--- src/rtl/cpu_controller.sv ---
// Instruction register, decoder and control FSM feeding the datapath.
// Controls are Moore outputs decoded from the registered state and IR.
module cpu_controller #(
    parameter logic [15:0] IR_RESET = 16'h0000
) (
    input  logic        clk,
    input  logic        reset_n,
    input  logic [15:0] in,
    input  logic        load,
    input  logic        s,
    output logic        w,
    output logic [1:0]  vsel,
    output logic        write,
    output logic        loada,
    output logic        loadb,
    output logic        loadc,
    output logic        loads,
    output logic        asel,
    output logic        bsel,
    output logic [2:0]  readnum,
    output logic [2:0]  writenum,
    output logic [1:0]  shift,
    output logic [1:0]  ALUop,
    output logic [15:0] sximm8,
    output logic [15:0] sximm5
);

    typedef enum logic [2:0] {
        StWait,
        StDecode,
        StWriteImm,
        StGetA,
        StGetB,
        StAlu,
        StWriteReg
    } state_e;

    state_e      state_q, state_d;
    logic [15:0] ir_q, ir_d;
    logic [2:0]  nsel;

    logic [2:0] opcode, rn, rd, rm;
    logic [1:0] op;
    logic       is_mov_imm, is_mov_reg, is_mvn, is_cmp, is_alu_ab;

    assign opcode = ir_q[15:13];
    assign op     = ir_q[12:11];
    assign rn     = ir_q[10:8];
    assign rd     = ir_q[7:5];
    assign rm     = ir_q[2:0];

    assign is_mov_imm = (opcode == 3'b110) && (op == 2'b10);
    assign is_mov_reg = (opcode == 3'b110) && (op == 2'b00);
    assign is_mvn     = (opcode == 3'b101) && (op == 2'b11);
    assign is_cmp     = (opcode == 3'b101) && (op == 2'b01);
    // ADD, CMP and AND read Rn through A; MOV reg and MVN zero A instead.
    assign is_alu_ab  = (opcode == 3'b101) && (op != 2'b11);

    always_ff @(posedge clk or negedge reset_n) begin
        if (!reset_n) begin
            state_q <= StWait;
            ir_q    <= IR_RESET;
        end else begin
            state_q <= state_d;
            ir_q    <= ir_d;
        end
    end

    always_comb begin
        ir_d = ir_q;
        if (load && (state_q == StWait)) begin
            ir_d = in;
        end
    end

    always_comb begin
        state_d = state_q;
        w       = 1'b0;
        vsel    = 2'b00;
        write   = 1'b0;
        loada   = 1'b0;
        loadb   = 1'b0;
        loadc   = 1'b0;
        loads   = 1'b0;
        asel    = 1'b0;
        nsel    = rm;
        case (state_q)
            StWait: begin
                w = 1'b1;
                if (s) state_d = StDecode;
            end
            StDecode: begin
                if (is_mov_imm)                 state_d = StWriteImm;
                else if (is_mov_reg || is_mvn)  state_d = StGetB;
                else if (is_alu_ab)             state_d = StGetA;
                else                            state_d = StWait;
            end
            StWriteImm: begin
                nsel    = rn;
                vsel    = 2'b01;
                write   = 1'b1;
                state_d = StWait;
            end
            StGetA: begin
                nsel    = rn;
                loada   = 1'b1;
                state_d = StGetB;
            end
            StGetB: begin
                nsel    = rm;
                loadb   = 1'b1;
                state_d = StAlu;
            end
            StAlu: begin
                asel = is_mov_reg || is_mvn;
                if (is_cmp) begin
                    loads   = 1'b1;
                    state_d = StWait;
                end else begin
                    loadc   = 1'b1;
                    state_d = StWriteReg;
                end
            end
            StWriteReg: begin
                nsel    = rd;
                vsel    = 2'b11;
                write   = 1'b1;
                state_d = StWait;
            end
            default: state_d = StWait;
        endcase
    end

    assign bsel     = 1'b0;
    assign readnum  = nsel;
    assign writenum = nsel;
    assign shift    = ir_q[4:3];
    // MOV reg has op=00, so IR[12:11] already yields the 0 + shifted Rm operation.
    assign ALUop    = ir_q[12:11];
    assign sximm8   = {{8{ir_q[7]}}, ir_q[7:0]};
    assign sximm5   = {{11{ir_q[4]}}, ir_q[4:0]};

endmodule

--- config.mk ---
export PLATFORM = sky130hd
export DESIGN_NAME = cpu_controller
export DESIGN_NICKNAME = d
export VERILOG_FILES = /design/src/rtl/cpu_controller.sv
export SDC_FILE = /design/constraint.sdc
export NUM_CORES = 1
export LEC_CHECK = 0
export CAP_MARGIN = 5
export CORE_ASPECT_RATIO = 1.1
export CORE_MARGIN = 4
export CORE_UTILIZATION = 35
export CTS_CLUSTER_DIAMETER = 120
export CTS_CLUSTER_SIZE = 40
export DETAILED_ROUTE_END_ITERATION = 10
export PLACE_DENSITY = 0.83
export REMOVE_ABC_BUFFERS = 1
export SKIP_LAST_GASP = 1
export SYNTH_ARGS = -nofsm -noshare
export SYNTH_HDL_FRONTEND = slang
export SYNTH_SLANG_ARGS = --single-unit
--- constraint.sdc ---
create_clock -name clk -period 2.69 [get_ports clk]
set_input_delay 0.4035 -clock clk [delete_from_list [all_inputs] [get_ports clk]]
set_output_delay 0.4035 -clock clk [all_outputs]
set_load 0.02 [all_outputs]
# ---- After elaboration in Yosys (flattened, before gate mapping)
# Index checks and enable logic that the tools add are counted.
dict set report word_totals {
  output_inout_bits 52
  word_cells 43
  register_bits 19
  inputBits 20
}
dict set report op_classes {
  mux 17
  n_eq_ne 13
  n_reduce_logical 11
}
# op n
set op_table {}
lappend op_table {{$eq 3x3->1 const B} 5}
lappend op_table {{$pmux 3 s5} 1}
lappend op_table {{$mux 3} 4}
lappend op_table {{$mux 1} 9}
lappend op_table {{$eq 3x2->1 const B} 2}
lappend op_table {{$logic_and 1x1->1} 6}
lappend op_table {{$pmux 3 s2} 1}
lappend op_table {{$eq 2x2->1 const B} 2}
lappend op_table {{$ne 2x2->1 const B} 2}
lappend op_table {{$pmux 2 s2} 1}
lappend op_table {{$reduce_or 2->1} 2}
lappend op_table {{$eq 3x1->1 const B} 1}
lappend op_table {{$logic_not 3->1} 1}
lappend op_table {{$eq 2x1->1 const B} 1}
lappend op_table {{$logic_not 2->1} 1}
lappend op_table {{$mux 2} 1}
lappend op_table {{$logic_or 1x1->1} 1}

# ---- Longest topological paths before layout
# Gate-level depths: netlist of the first run.
dict set report depth {
  ltp_word 6
  mapped_depth 6
  depth_no_buf 3
}

# ---- Worst setup path before layout of the first run
# OpenSTA, ideal clock, no wires.
dict set report synth_timing {
  path_kind {register to output}
  start {register state_q[1]}
  end {output loads}
  path_slack_ps 755
  stages_incl_launch_ff 4
  n_path_buf 1
  arrival_ps 1531
  t_required_ps 2287
  cell_sequence {dfrtp_1 clkbuf_1 nand3b_1 nor4_1}
}
dict set report synth_between {
  elab_chain_cells 2
}
# element line_no
set synth_lines {}
lappend synth_lines {{start, declared} 38} ;# state_e state_q, state_d;
lappend synth_lines {{start signal, assigned} 61} ;# state_q <= StWait;
lappend synth_lines {{start signal, assigned} 64} ;# state_q <= state_d;
lappend synth_lines {{$eq 3x3->1} 87} ;# case (state_q)
lappend synth_lines {{$mux 1} 87}
lappend synth_lines {{end, declared} 17} ;# output logic loads,
# Every way passes these cells.

# ---- Worst setup path after layout of the first run
dict set report layout_timing {
  start {register state_q[1]}
  end {output readnum[2]}
}
dict set report layout_between {
  elab_chain_cells 3
  word_cells_on_any_way 5
  cone_classes {3 x eq/ne; 1 x mux; 1 x reduce/logical}
}
# element line_no
set layout_lines {}
lappend layout_lines {{$eq 3x2->1} 87}
lappend layout_lines {{$reduce_or 2->1 (no line)} n/a}
lappend layout_lines {{$pmux 3 s2 *} 87}
lappend layout_lines {{end, declared} 20} ;# output logic [2:0] readnum,
# Every way passes the cells marked *; elsewhere a longest branch is shown, timed or not.

==> metrics.md, run 1 <==
| Metric | Value |
|---|---|
| CP arrival | `2.02 ns` |
| Pleak | `between 0.7 and 0.8 nW` |
| Hold EP | `ir_q[8]` |
| Clock Path Buffers | `2` |
| Maximum vdd drop | `0.000764 V` |
| P&R area growth vs syn | `34.1%` |
| RR Startpoint | `state_q[2]` |
| Vias in the first global route | `1094` |
| Ys Warns | `0` |
| Startpoint class of the critical path | `register` |
| Tmin final | `2.43 ns` |
| Vias | `960` |
| Antenna violations before repair | `0` |
| Detail Route Antenna Nets | `0` |
| Simple-Gate Fraction of Synth Area | `0.129` |
| Pin count of the biggest net entering global routing | `20` |
| Placer congestion estimate | `0.704` |
| Initial DRC count | `39` |
| Largest family of logic cells by synthesized area | `buffers and inverters` |
| CTS Buf Count | `3` |
| Setup crit end kind | `output pin` |
| Fin area | `0.00179 mm^2` |
| Synth Area in Adders | `0` |
| Worst Hold Class | `reg -> reg` |
| Count leader, synth | `buf_4` |
| Post-synthesis mux area share | `0.163` |
| Hpwl dp | `2200 um` |
| Clock latency on the worst-skew pair | `0.26 ns` |
| GRT Residual Overflow | `0` |
| # clock sinks | `19` |
| Final setup vio count | `0` |
| Post-layout nets | `177` |
| I/O Pins | `72` |
| Area of the multi-input gates | `about 490 um^2` |
| Cell Area, Placed | `~0.0017 mm^2` |
| Synth area leader | `dfrtp_1` |
| CTS Hold Bufs | `0` |
| Post-Synthesis Cell Area | `~0.0013 mm^2` |
| RSZ-0062 raised after global routing | `no` |
| Post-cts resize count | `0` |
| Max-slew violations | `0` |
| Capturing point of the worst reg2reg path | `ir_q[8]` |
| Routed wire length | `2970 um` |
| Synth Area in XOR/XNOR | `0` |
| Least-Margin Pin Slew | `0.869 ns` |
| Hold Fails Final Rpt | `0` |
| Reg2reg path depth | `4` |
| Post-Syn Instances | `about 130` |
| DR DRC count | `0` |
| Die ar. | `0.00487 mm^2` |
| Number of vias per cell | `approximately 4.7` |
| Die width | `~67 um` |
| Flops & latches, synth | `19` |
| Req. time, crit path | `2.29 ns` |
| Synthesized area per cell | `~10 um^2` |
| Synth Area in Compound Gates | `0.0722` |
| Drt wl/cell | `14.4 um` |
| Max_cap viols | `0` |
| Worst hold path depth | `1` |
| Clk slew on worst S/H paths | `0.08 ns` |
| Top cells by area, synth | `dfrtp_1 (36%), buf_4 (23%), mux2_4 (11%), mux2_2 (5.1%), o22ai_1 (2.8%)` |
| Final clock skew | `~0.010 ns` |
| First-pass GRT wire length | `between 5000 and 6000 um` |
| Fin crit share | `0.902` |
| Sum Neg Setup Slack | `0 ns` |
| Gr usage total | `0.135` |
| Post-synth top cells | `buf_4 (41), dfrtp_1 (19), mux2_4 (10)` |
| Hold_sp | `ir_q[8]` |
| Register Area | `475 um^2` |
| # rows | `23` |
| DRT Pass-1 Iters | `4` |
| CP Class | `reg -> out` |
| EDFF count, synth | `0` |
| Synth cell types | `29` |
| Die Height | `between 70 and 80 um` |
| CTS tree | `done` |
| Root Buffer | `clkbuf_8` |
| Critical path peak fanout | `12` |
| Outcome | `finished clean` |
| R2R setup slack | `1.05 ns` |
| Share of async-settable or async-resettable flops after synthesis | `1.00` |
| PD cells | `1550 mW/mm^2` |
| Synth Flop Type | `dfrtp_1` |
| Sequential area share after synthesis | `0.356` |
| Post-CTS Setup Bufs | `0` |
| Layout cells sized above 1 | `0.147` |
| FILL cells | `342` |
| Rel. slew slack | `0.419` |
| CORE AREA | `0.00365 mm^2` |
| Port bufs | `70` |
| # diodes | `0` |
| Max frequency | `0.412 GHz` |
| Htree depth | `1` |
| Yosys top cell area share | `0.356` |
| Initial Util | `0.365` |
==> per-stage QoR <==
step	std cells	util	hold slack (ns)	total power, W	setup slack (ns)
3_3_place_gp	202	0.477	0.502	0.00257	0.613
4_1_cts	206	0.490	0.530	0.00280	0.279
6_report	206	0.490	0.520	0.00278	0.264
3_5_place_dp	202	0.477	0.510	0.00259	0.585
5_1_grt	206	0.490	0.551	0.00297	0.110
2_1_floorplan	81	-	0.108	0.00165	0.0540
==> critical path, stage by stage, from the launching register on <==
cell and delay [ns]:
dfrtp_1 0.53, nand2b_1 0.23, o22ai_1 0.12, a21oi_1 0.22
clkdlybuf4s50_1 0.66
==> layout by cell type, fill, tap and decap left out, types with 2 or more instances in the layout <==
cell type and count:
mux2_4 10, clkbuf_8 3, o22ai_1 6, nor3b_1 2, nand2b_1 3, dfrtp_1 19
clkdlybuf4s50_1 70, nor2_1 4, nor4_1 2, inv_1 2, nand3b_1 2, mux2_2 6
o21ai_0 2, nand2_1 4, nor3_1 3, a21oi_1 5
==> power breakdown <==
part	switching [W]	internal [W]	total, W
logic	0.000910	0.000999	0.00191
clock network	0.0000995	0.000103	0.000203
registers	0.000236	0.000433	0.000669
total	0.00125	0.00153	0.00278
==> sequential cells by signal (all words and copies together) (netlist names) <==
signal and count:
ir_q 16, state_q 3
==> metal layers <==
layer | GRT usage | routed length (um) | vias up
met5 | 0 | 0 | -
li1 | - | - | 455
met1 | 0.168 | 1270 | 448
met4 | 0.0338 | 21 | 0
met2 | 0.217 | 1380 | 53
met3 | 0.0539 | 288 | 4
==> logic make-up (layout without fill, tap and decap cells) <==
family,count (synthesis),count (layout)
buf+inv,49,77
simple gates,27,27
flops,19,19
compound gates,16,16
mux,16,16
other cells,1,1
==> final cells by class <==
| type | count | share of cell area |
|---|---|---|
| Inverter | 2 | 0.00419 |
| Clock buffer | 3 | 0.0231 |
| Multi-Input combinational cell | 60 | 0.274 |
| Timing Repair Buffer | 71 | 0.396 |
| Sequential cell | 19 | 0.266 |
| Clock inverter | 1 | 0.00280 |
| Tap cell | 50 | 0.0349 |
==> worst max-delay path by stage <==
stage / startpoint / endpoint / slack (ns) / cells past startpoint
after global placement: state_q[1] / loads / 0.61 / 3
after global routing: state_q[1] / readnum[2] / 0.11 / 4
final: state_q[1] / readnum[2] / 0.26 / 4
after CTS: state_q[1] / readnum[2] / 0.28 / 4
after floorplan: ir_q[7] / readnum[2] / 0.05 / 2
after detailed placement: state_q[1] / readnum[2] / 0.58 / 4
(Power assumes the default switching activity.)
==> run 2, diff against run 1 <==
--- a/config.mk
+++ b/config.mk
@@ -12,6 +12,7 @@
 export CTS_CLUSTER_DIAMETER = 120
 export CTS_CLUSTER_SIZE = 40
 export DETAILED_ROUTE_END_ITERATION = 10
+export GPL_TIMING_DRIVEN = 0
 export PLACE_DENSITY = 0.83
 export REMOVE_ABC_BUFFERS = 1
 export SKIP_LAST_GASP = 1
==> metrics.md, run 2 (synthesis results as in run 1) <==
| Metric | Value |
|---|---|
| CP arrival | `2.03 ns` |
| Die ar. | `slightly below 0.005 mm^2` |
| CP max stage delay | `0.66 ns` |
| CORE AREA | `0.00365 mm^2` |
| GRT Residual Overflow | `0` |
| Fin cells | `205` |
| Clock Path Buffers | `2` |
| Die width | `~67 um` |
| Layout cells sized above 1 | `0.148` |
| Least-Margin Pin Slew | `0.851 ns` |
| DRT Pass-1 Iters | `4` |
| Outcome | `finished clean` |
| Pin count of the biggest net entering global routing | `20` |
| Drt wl/cell | `14.7 um` |
| Final setup vio count | `0` |
| Max_cap viols | `0` |
| Pleak | `slightly above 0.7 nW` |
| Hold Fails Final Rpt | `0` |
| FILL cells | `~360` |
| CP Class | `reg -> out` |
| Htree depth | `1` |
| Gr usage total | `0.133` |
| Initial DRC count | `41` |
| Detail Route Antenna Nets | `0` |
| Port bufs | `70` |
| Max frequency | `0.411 GHz` |
| Post-layout nets | `between 150 and 200` |
| Number of vias per cell | `approximately 4.7` |
| Reg2reg path depth | `3` |
| Maximum vdd drop | `0.000822 V` |
| Req. time, crit path | `2.29 ns` |
| Highest-count cells in the layout ignoring fill and taps | `clkdlybuf4s50_1 (70), dfrtp_1 (18), mux2_4 (10)` |
| Rel. slew slack | `0.431` |
| First-pass GRT wire length | `between 4000 and 5000 um` |
| Vias | `between 900 and 1000` |
| Clock latency on the worst-skew pair | `0.26 ns` |
| P&R area growth vs syn | `33.6%` |
| Routed wire length | `3010 um` |
| # diodes | `0` |
| # clock sinks | `19` |
| Placer congestion estimate | `0.728` |
| Tmin final | `2.43 ns` |
| Startpoint class of the critical path | `register` |
| Post-route total power | `0.00277 W` |
| Hpwl dp | `2230 um` |
| Root Buffer | `clkbuf_8` |
| Worst hold path depth | `1` |
| Placed cells | `roughly 200` |
| Fin crit share | `0.905` |
| Initial Util | `0.365` |
| Setup crit end kind | `output pin` |
| CP max stage cell | `clkdlybuf4s50_1` |
| DR DRC count | `0` |
| Max-slew violations | `0` |
| CTS Buf Count | `3` |
| Most common cell after layout, fill and taps aside | `clkdlybuf4s50_1` |
| Register bank with the most flops | `ir_q` |
| PD cells | `1550 mW/mm^2` |
| Antenna violations before repair | `0` |
| Sum Neg Setup Slack | `0 ns` |
| Regs by FF count | `ir_q: 16 flops, state_q: 3 flops` |
| I/O Pins | `72` |
| Worst Hold Class | `reg -> reg` |
| Die Height | `72.8 um` |
| Critical path peak fanout | `12` |
| Final clock skew | `around 0.0074 ns` |
| CTS tree | `done` |
| # rows | `23` |
| CP Cell Sequence | `nand3b_1 > nor4_1 > clkdlybuf4s50_1` |
| Max FFs per register | `16` |
| RSZ-0062 raised after global routing | `no` |
| Vias in the first global route | `1034` |
| Clk slew on worst S/H paths | `0.07 ns` |
[run 2: through the flow]
stage / hold slack, ns / area (um^2) / util / setup slack, ns
finish: 0.513 / 1780 / 0.488 / 0.256
global route: 0.537 / 1780 / 0.488 / 0.121
CTS: 0.521 / 1780 / 0.488 / 0.140
detailed placement: 0.505 / 1740 / 0.475 / 0.443
global placement: 0.493 / 1740 / 0.475 / 0.452
floorplan: 0.108 / 973 / - / 0.0540
[run 2: area by class of cell]
class / count / area [um^2] / area share
multi-input cells: 60 / 490 / 0.275
clock buffers: 3 / 41.3 / 0.0231
repair buffers: 70 / 701 / 0.393
clock inverters: 1 / 5.00 / 0.00281
flip-flops and latches: 19 / 477 / 0.267
inverters: 2 / 7.51 / 0.00421
well taps: 50 / 62.6 / 0.0351
[run 2: per-layer routing]
metal | track usage | routed length (um)
met1 | 0.182 | 1300
met2 | 0.197 | 1450
met3 | 0.0447 | 251
met4 | 0.0405 | 12
met5 | 0 | 0
[run 2: worst max-delay path, delay by kind of cell, from the launching register on]
family / cells / cell delay (ns)
buf+inv: 1 / 0.66
simple gates: 2 / 0.58
flops: 1 / 0.54
[run 2: path summary, 6_finish.rpt]
path / start / endpoint / slack (ns)
worst max-delay path: state_q[1] / loads / 0.26
worst min-delay path: ir_q[8] / ir_q[8] / 0.51
worst max register to register: state_q[1] / ir_q[8] / 1.07
worst min register to register: ir_q[8] / ir_q[8] / 0.51
max in group asynchronous: reset_n / state_q[2] / 1.47
min in group asynchronous: reset_n / ir_q[9] / 0.63
[run 2: what timing repair did]
action                                  in CTS  in global routing
gates resized for setup                      0                  1
hold buffers                                 0                  0
endpoints found under the setup margin       0                  7
buffers inserted                             0                  0
[run 2: report_power, final]
part	internal (W)	switching, W	total [W]
Sequential	0.000434	0.000267	0.000701
Combinational	0.000989	0.000879	0.00187
Clock	0.000103	0.0000927	0.000196
==> run 3, diff against run 2 <==
--- a/config.mk
+++ b/config.mk
@@ -16,6 +16,7 @@
 export PLACE_DENSITY = 0.83
 export REMOVE_ABC_BUFFERS = 1
 export SKIP_LAST_GASP = 1
+export SLEW_MARGIN = 20
 export SYNTH_ARGS = -nofsm -noshare
 export SYNTH_HDL_FRONTEND = slang
 export SYNTH_SLANG_ARGS = --single-unit
==> constraint.sdc (replaced) <==
create_clock -name clk -period 2.56 [get_ports clk]
set_input_delay 0.384 -clock clk [delete_from_list [all_inputs] [get_ports clk]]
set_output_delay 0.384 -clock clk [all_outputs]
set_load 0.02 [all_outputs]
==> results of run 3 <==
The final DEF is identical to that of run 2. Status: finished clean.
Main changes from that run: setup slack after placement 0.443 ns -> 0.332 ns; setup slack after layout 0.256 ns -> 0.145 ns; register-to-register setup slack 1.07 ns -> 0.94 ns; total power 0.00277 W -> 0.00291 W; worst IR drop on VDD 0.000822 V -> 0.000864 V
